`src/rtl/mem_dma_if.sv`:
```
// RAM initiator port of the block-copy engine: address, write strobe/data, read strobe, registered read data.
// No latency of its own; read data returns one cycle after ram_rEn, set by the RAM.
// No backpressure: the RAM accepts one access every cycle.
interface mem_dma_if #(
    parameter int ADDR_W = 9,
    parameter int DATA_W = 32
);
    logic [ADDR_W-1:0] ram_addr;
    logic              ram_wEn;
    logic [DATA_W-1:0] ram_wDat;
    logic              ram_rEn;
    logic [DATA_W-1:0] ram_rDat;

    modport master (
        output ram_addr,
        output ram_wEn,
        output ram_wDat,
        output ram_rEn,
        input  ram_rDat
    );

    modport slave (
        input  ram_addr,
        input  ram_wEn,
        input  ram_wDat,
        input  ram_rEn,
        output ram_rDat
    );
endinterface

```
`src/rtl/mem_dma.sv`:
```
// Block copy (or, with MEM_DMA_FILL_EN, block fill) of len words from src to dst through a single RAM port.
// Latency: done in cycle E0+2*len+1 for a copy, E0+len+1 for a fill, E0+1 when len=0.
// No backpressure: start is honoured only in IDLE and ignored otherwise; the RAM never stalls.
module mem_dma #(
    parameter int ADDR_W = 9,
    parameter int DATA_W = 32,
    parameter int LEN_W  = 10
) (
    input  logic              clock,
    input  logic              reset_n,
    input  logic              start,
    input  logic [ADDR_W-1:0] src,
    input  logic [ADDR_W-1:0] dst,
    input  logic [LEN_W-1:0]  len,
    input  logic              fill,
    input  logic [DATA_W-1:0] fill_val,
    output logic              busy,
    output logic              done,
    output logic [LEN_W-1:0]  count,
    mem_dma_if.master         ram
);

    typedef enum logic [1:0] {IDLE, RD, WR, DONE} state_t;

    state_t            state_q;
    state_t            state_d;
    logic [ADDR_W-1:0] src_q;
    logic [ADDR_W-1:0] dst_q;
    logic [LEN_W-1:0]  len_q;
    logic [LEN_W-1:0]  count_q;
    logic              last_word;
    logic              fill_mode;
    logic [DATA_W-1:0] fill_dat;

`ifdef MEM_DMA_FILL_EN
    logic              fill_q;
    logic [DATA_W-1:0] fill_val_q;

    always_ff @(posedge clock or negedge reset_n) begin
        if (!reset_n) begin
            fill_q     <= 1'b0;
            fill_val_q <= '0;
        end else if (state_q == IDLE && start) begin
            fill_q     <= fill;
            fill_val_q <= fill_val;
        end
    end

    assign fill_mode = fill_q;
    assign fill_dat  = fill_val_q;
`else
    logic unused_fill;
    assign unused_fill = ^{fill, fill_val};
    assign fill_mode   = 1'b0;
    assign fill_dat    = '0;
`endif

    assign last_word = (count_q + LEN_W'(1)) == len_q;
    assign count     = count_q;

    always_ff @(posedge clock or negedge reset_n) begin
        if (!reset_n) begin
            state_q <= IDLE;
        end else begin
            state_q <= state_d;
        end
    end

    always_comb begin
        state_d = state_q;
        case (state_q)
            IDLE: begin
                if (start) begin
                    if (len == '0) begin
                        state_d = DONE;
                    end else begin
`ifdef MEM_DMA_FILL_EN
                        state_d = fill ? WR : RD;
`else
                        state_d = RD;
`endif
                    end
                end
            end
            RD:      state_d = WR;
            WR:      state_d = last_word ? DONE : (fill_mode ? WR : RD);
            DONE:    state_d = IDLE;
            default: state_d = IDLE;
        endcase
    end

    // Operands are frozen for the whole transfer; count advances once per written word.
    always_ff @(posedge clock or negedge reset_n) begin
        if (!reset_n) begin
            src_q   <= '0;
            dst_q   <= '0;
            len_q   <= '0;
            count_q <= '0;
        end else if (state_q == IDLE && start) begin
            src_q   <= src;
            dst_q   <= dst;
            len_q   <= len;
            count_q <= '0;
        end else if (state_q == WR) begin
            count_q <= count_q + LEN_W'(1);
        end
    end

    always_comb begin
        busy         = 1'b0;
        done         = 1'b0;
        ram.ram_addr = '0;
        ram.ram_wEn  = 1'b0;
        ram.ram_wDat = '0;
        ram.ram_rEn  = 1'b0;
        case (state_q)
            RD: begin
                busy         = 1'b1;
                ram.ram_rEn  = 1'b1;
                ram.ram_addr = src_q + ADDR_W'(count_q);
            end
            WR: begin
                busy         = 1'b1;
                ram.ram_wEn  = 1'b1;
                ram.ram_addr = dst_q + ADDR_W'(count_q);
                ram.ram_wDat = fill_mode ? fill_dat : ram.ram_rDat;
            end
            DONE:    done = 1'b1;
            default: ;
        endcase
    end

endmodule

```
`src/flat_wrapper.sv`:
```
// flat-port wrapper written by rule: the top's interface ports become plain ports
module mem_dma_flat 
#(
    parameter int ADDR_W = 9,
    parameter int DATA_W = 32,
    parameter int LEN_W  = 10
)
  (clock, reset_n, start, src, dst, len, fill, fill_val, busy, done, count, ram_ram_addr, ram_ram_wEn, ram_ram_wDat, ram_ram_rEn, ram_ram_rDat);
  mem_dma_if #(.ADDR_W(ADDR_W), .DATA_W(DATA_W)) ram_i ();
  input  logic clock;
  input  logic reset_n;
  input  logic start;
  input  logic [ADDR_W-1:0] src;
  input  logic [ADDR_W-1:0] dst;
  input  logic [LEN_W-1:0] len;
  input  logic fill;
  input  logic [DATA_W-1:0] fill_val;
  output logic busy;
  output logic done;
  output logic [LEN_W-1:0] count;
  output wire logic [$bits(ram_i.ram_addr)-1:0] ram_ram_addr;
  output wire logic [$bits(ram_i.ram_wEn)-1:0] ram_ram_wEn;
  output wire logic [$bits(ram_i.ram_wDat)-1:0] ram_ram_wDat;
  output wire logic [$bits(ram_i.ram_rEn)-1:0] ram_ram_rEn;
  input wire logic [$bits(ram_i.ram_rDat)-1:0] ram_ram_rDat;
  assign ram_ram_addr = ram_i.ram_addr;
  assign ram_ram_wEn = ram_i.ram_wEn;
  assign ram_ram_wDat = ram_i.ram_wDat;
  assign ram_ram_rEn = ram_i.ram_rEn;
  assign ram_i.ram_rDat = ram_ram_rDat;
  mem_dma #(.ADDR_W(ADDR_W), .DATA_W(DATA_W), .LEN_W(LEN_W)) u_core (.clock(clock), .reset_n(reset_n), .start(start), .src(src), .dst(dst), .len(len), .fill(fill), .fill_val(fill_val), .busy(busy), .done(done), .count(count), .ram(ram_i));
endmodule
```
`config.mk`:
```
export PLATFORM = sky130hd
export DESIGN_NAME = mem_dma_flat
export DESIGN_NICKNAME = d
export VERILOG_FILES = /design/src/rtl/mem_dma_if.sv /design/src/rtl/mem_dma.sv /design/src/flat_wrapper.sv
export SDC_FILE = /design/constraint.sdc
export NUM_CORES = 1
export LEC_CHECK = 0
export CAP_MARGIN = 0
export CORE_ASPECT_RATIO = 1.5
export CORE_MARGIN = 4
export CORE_UTILIZATION = 25
export CTS_CLUSTER_DIAMETER = 80
export DETAILED_ROUTE_END_ITERATION = 8
export GPL_ROUTABILITY_DRIVEN = 0
export GPL_TIMING_DRIVEN = 1
export HOLD_SLACK_MARGIN = 0.05
export PLACE_DENSITY = 0.67
export SLEW_MARGIN = 10
export SYNTH_ARGS = -nofsm -noshare
export SYNTH_HDL_FRONTEND = slang
export SYNTH_SLANG_ARGS = --single-unit
```
`constraint.sdc`:
```
create_clock -name clock -period 7.07 [get_ports clock]
set_input_delay 1.414 -clock clock [delete_from_list [all_inputs] [get_ports clock]]
set_output_delay 1.414 -clock clock [all_outputs]
set_load 0.01 [all_outputs]
```
== Word level (Yosys, flattened, before mapping) ==
Index checks and enable logic that the tools add are counted.
Word-level totals
  flip-flop bits (word level): 40
  input port bits: 96
  output and inout bits: 55
  word-level logic and storage cells: 30
Operators by class
  add/sub/neg operators: 3
  eq/ne operators: 5
  mux-type cells: 12
  reductions and logical operators: 5
Operators with widths (number)
  $mux 32: 1
  $mux 10: 2
  $add 9x9->9: 2
  $pmux 9 s2: 1
  $add 10x1->10 const B: 1
  $eq 10x10->1: 1
  $logic_not 10->1: 1
  $pmux 2 s4: 1
  $mux 2: 3
  $eq 2x2->1 const B: 2
  $mux 1: 4
  $eq 2x1->1 const B: 1
  $logic_not 2->1: 1
  $ne 2x2->1 const B: 1
  $reduce_bool 2->1: 1
  $reduce_or 2->1: 1
  $logic_and 1x1->1: 1

== Logic depth before layout (Yosys ltp) ==
  word-level depth: 4
  gate-level depth with buffers: 11
  depth with buffers taken out: 10

== Worst setup path before layout ==
Ideal clock, no wire load.
  path type: reg2out
  start: reg u_core.state_q[0]
  end: out ram_ram_addr[8]
  data arrival time: 2.935 ns
  data required time: 5.656 ns
  path slack: 2.721 ns
  stages on the path, launching flop included: 12
  buffers on the path: 1
  cells stage by stage: dfrtp_1 > inv_1 > ha_1 > clkbuf_1 > mux2_2 > ha_1 > fa_1 > a21o_1 > a21oi_1 > o211ai_1 > a21oi_1 > and3b_1
On the way
  longest elaborated chain between the ends: 2
  elaborated cells between the ends (all ways): 3
  those cells by class: eq/ne (2); mux (1)
Ends and longest elaborated chain
  from (decl): line mem_dma.sv:25  | state_t state_q;
  from (signal assigned): line mem_dma.sv:65  | state_q <= state_d;
  $eq 2x2->1 or $eq 2x1->1 (tied branches): line mem_dma.sv:116  | case (state_q)
  $pmux 9 s2 *: line mem_dma.sv:116
  to (decl): line flat_wrapper.sv:21  | output wire logic [$bits(ram_i.ram_addr)-1:0] ram_ram_addr;
Mark *: on every way between the ends. The rest lies on a longest branch, timed or not.

== Worst setup path in the final report ==
Same ends and word-level chain as after synthesis.

==> flow_summary.yaml <==
status:
  outcome: "finished clean"
setup_path:
  cp.required_ns: 5.66
  critPathLaunchType: "register"
  worstPathMaxFanout: 31
  critical_path_arrival_ns: 4.14
  crit_type: "reg2out"
  r2r_slack_ns: 4.51
  r2r_start: "u_core.state_q[0]"
  r2r-end: "u_core.count[5]"
  critPathCaptureType: "output port"
  r2r_cells: 6
  cp-startpoint: "u_core.state_q[0]"
yosys:
  synthMuxAreaShare: 0.0472
  synth-seq-cells: 40
  synth_top_cell_by_area: "dfrtp_1"
  synth-adder-area-share: 0.0774
  syn_area_um2: 2650
  synth_xor_area_frac: 0.0759
  synthTopCellsByArea: "dfrtp_1 (38%), nand2_1 (13%), and2_1 (9.4%)"
  ys_seq_area_frac: 0.377
  ys_types: 42
  synth_compound_area_frac: 0.0811
  syn-num-nets: 426
  async_reset_ff_frac: 1.00
  synth_top_area_frac: 0.377
  synth_top_family_by_area: "simple AND/OR/NAND/NOR gates"
  ys.flop_type: "dfrtp_1"
  yosys_warnings: 0
  synth_edf_count: 0
  netlist_instances: 315
  synthSimpleGateAreaFrac: 0.310
  synth_area_per_cell_um2: 8.42
routing:
  routed_wl_um: 7980
  viasPerCell: 4.49
  wl_per_cell_um: 14.0
  drtIter0Drc: 140
  drt_pass1_iterations: 4
  vias: 2555
  highest_layer: "met4"
  wl_met2_um: 4130
  ant_nets: 0
  wl_met3_um: 486
  met1_length_um: 3190
  drc: 0
clocking:
  clock_latency_ns: 0.28
  path_clk_slew_ns: 0.06
  cts_tree: "built"
  hold_buffers: 0
  cts_root_buffer: "clkbuf_16"
  cts_made_buffers: 5
  clock_path_buffers: 2
  cts_resized: 0
  htree_levels: 2
  cts.sinks: 40
  cts_setup_buffers: 0
floorplanning:
  ios: 151
  start_util: 0.259
  dieArea_um2: 12400
  coreArea_um2: 10200
  die_x_um: 92.1
  die-height_um: 134
  rows: 45
cells_and_area:
  stdcell_count: 569
  syn2layout_area_growth_pct: 54.8
  multi_input_area_um2: 1570
  drive_gt1_frac: 0.0607
  antenna_cells: 0
  num-fill-cells: 1061
  nets: 538
  ff_latch_area_um2: 1000
sta:
  timing.final.crit_share: 0.786
  timing.setup.tns_ns: 0
  slew_violations: 0
  finClkSkew_ns: 0.00186
  hold_viol: 0
  slew_headroom: 0.383
  fin_crit_ns: 5.56
  final-setup-viol-count: 0
  fmax_mhz: 180
  rsz0062_at_grt: "no"
  setup_ws_ns: 1.51
  worst_pin_slew_ns: 0.926
power:
  p_leak_nw: 1.83
  ir_drop_v: 0.000142
  p_per_area_nw_per_um2: 346
grt:
  overflow: 0
  grt_pass1_wl_um: 12900
  grtUsageTotal: 0.129
  antenna_found_initial: 0
  grt_max_degree: 41
  grt_pass1_vias: 2659
min_path:
  holdCritPathClass: "reg2reg"
  min-delay-start: "u_core.dst_q[4]"
  worstHoldEndpoint: "u_core.dst_q[4]"
  whs_path_depth: 2
place:
  place_inst: 561
  hpwl_um: 6340
  pre_cts_ws_ns: 1.77
  io_buffers: 117
job:
  cap_violations: 0
## worst max-delay path by stage
stage / depth (start not counted) / end
final: 11 / ram_ram_addr[8]
after global routing: 11 / ram_ram_addr[6]
after CTS: 11 / ram_ram_addr[8]
after detailed placement: 11 / ram_ram_addr[8]
after global placement: 11 / ram_ram_addr[6]
after floorplan: 11 / ram_ram_addr[8]
## logic make-up (layout without fill, tap and decap cells)
| logic type | after synthesis | in the layout |
|---|---|---|
| and+or+nand+nor | 171 | 171 |
| DFF | 40 | 40 |
| AOI/OAI and AO/OA | 33 | 33 |
| xor gates and xnor gates | 23 | 23 |
| buffers and inverters | 21 | 134 |
| adders and majority gates | 16 | 16 |
| muxes | 11 | 11 |
## Yosys cell counts, drive strengths merged (5+ instances only)
cell	n
a21oi	12
and2	41
clkbuf	12
dfrtp	40
ha	14
inv	7
mux2	9
nand2	92
nand3	6
nor2	9
o21ai	5
xnor2	11
xor2	12
## flip-flops by register name (all words and copies together), names as in the netlist
signal and cells:
u_core.count 10, u_core.dst_q 9, u_core.len_q 10, u_core.src_q 9, u_core.state_q 2
## area by class of cell
cell class | count | area share
multi-input cells | 254 | 0.383
repair buffers | 119 | 0.288
flip-flops and latches | 40 | 0.244
well taps | 141 | 0.0430
clock buffers | 7 | 0.0347
inverters | 7 | 0.00640
clock inverters | 1 | 0.00183
## layer usage
metal / GRT usage / up-vias
met4: 0.0570 / 0
met3: 0.0269 / 18
li1: - / 1262
met2: 0.233 / 90
met1: 0.144 / 1185
met5: 0 / -
## through the flow
step	hold WS (ns)	power [mW]	utilization	instance area, µm²
floorplan	0.440	0.849	-	2650
global placement	0.456	1.19	0.386	3960
detailed placement	0.460	1.20	0.386	3960
CTS	0.474	1.44	0.401	4110
global route	0.493	1.54	0.401	4110
finish	0.468	1.42	0.401	4110
## cell usage in the layout (no fill, tap or decap), types with 2 or more instances in the layout
cell type        instances
clkdlybuf4s50_1        116
nand2_1                 92
and2_1                  40
dfrtp_1                 40
ha_1                    14
a21oi_1                 12
xor2_1                  12
xnor2_1                 11
nor2_1                   9
mux2_2                   8
inv_1                    7
nand3_1                  6
o21ai_0                  5
clkbuf_16                5
nor3_1                   4
o211ai_1                 4
nand4_1                  4
a21o_1                   3
or3_1                    3
and3_1                   2
mux2i_1                  2
a211oi_1                 2
nor4_1                   2
buf_4                    2
## report_power, final
group | switching (mW) | total (mW) | leakage [nW] | internal, mW
Sequential | 0.0664 | 0.383 | 0.511 | 0.317
Combinational | 0.386 | 0.810 | 1.25 | 0.424
Clock | 0.0879 | 0.228 | 0.0701 | 0.140
## critical path: stages, from the launching register on
cell and delay, ns:
dfrtp_1 0.40, inv_1 0.13, ha_1 0.78, mux2_2 0.42, ha_1 0.21, fa_1 0.42
a21o_1 0.18, a21oi_1 0.29, o211ai_1 0.18, a21oi_1 0.15, and3b_1 0.20, clkdlybuf4s50_1 0.48
Power figures use the tool's default switching activity.
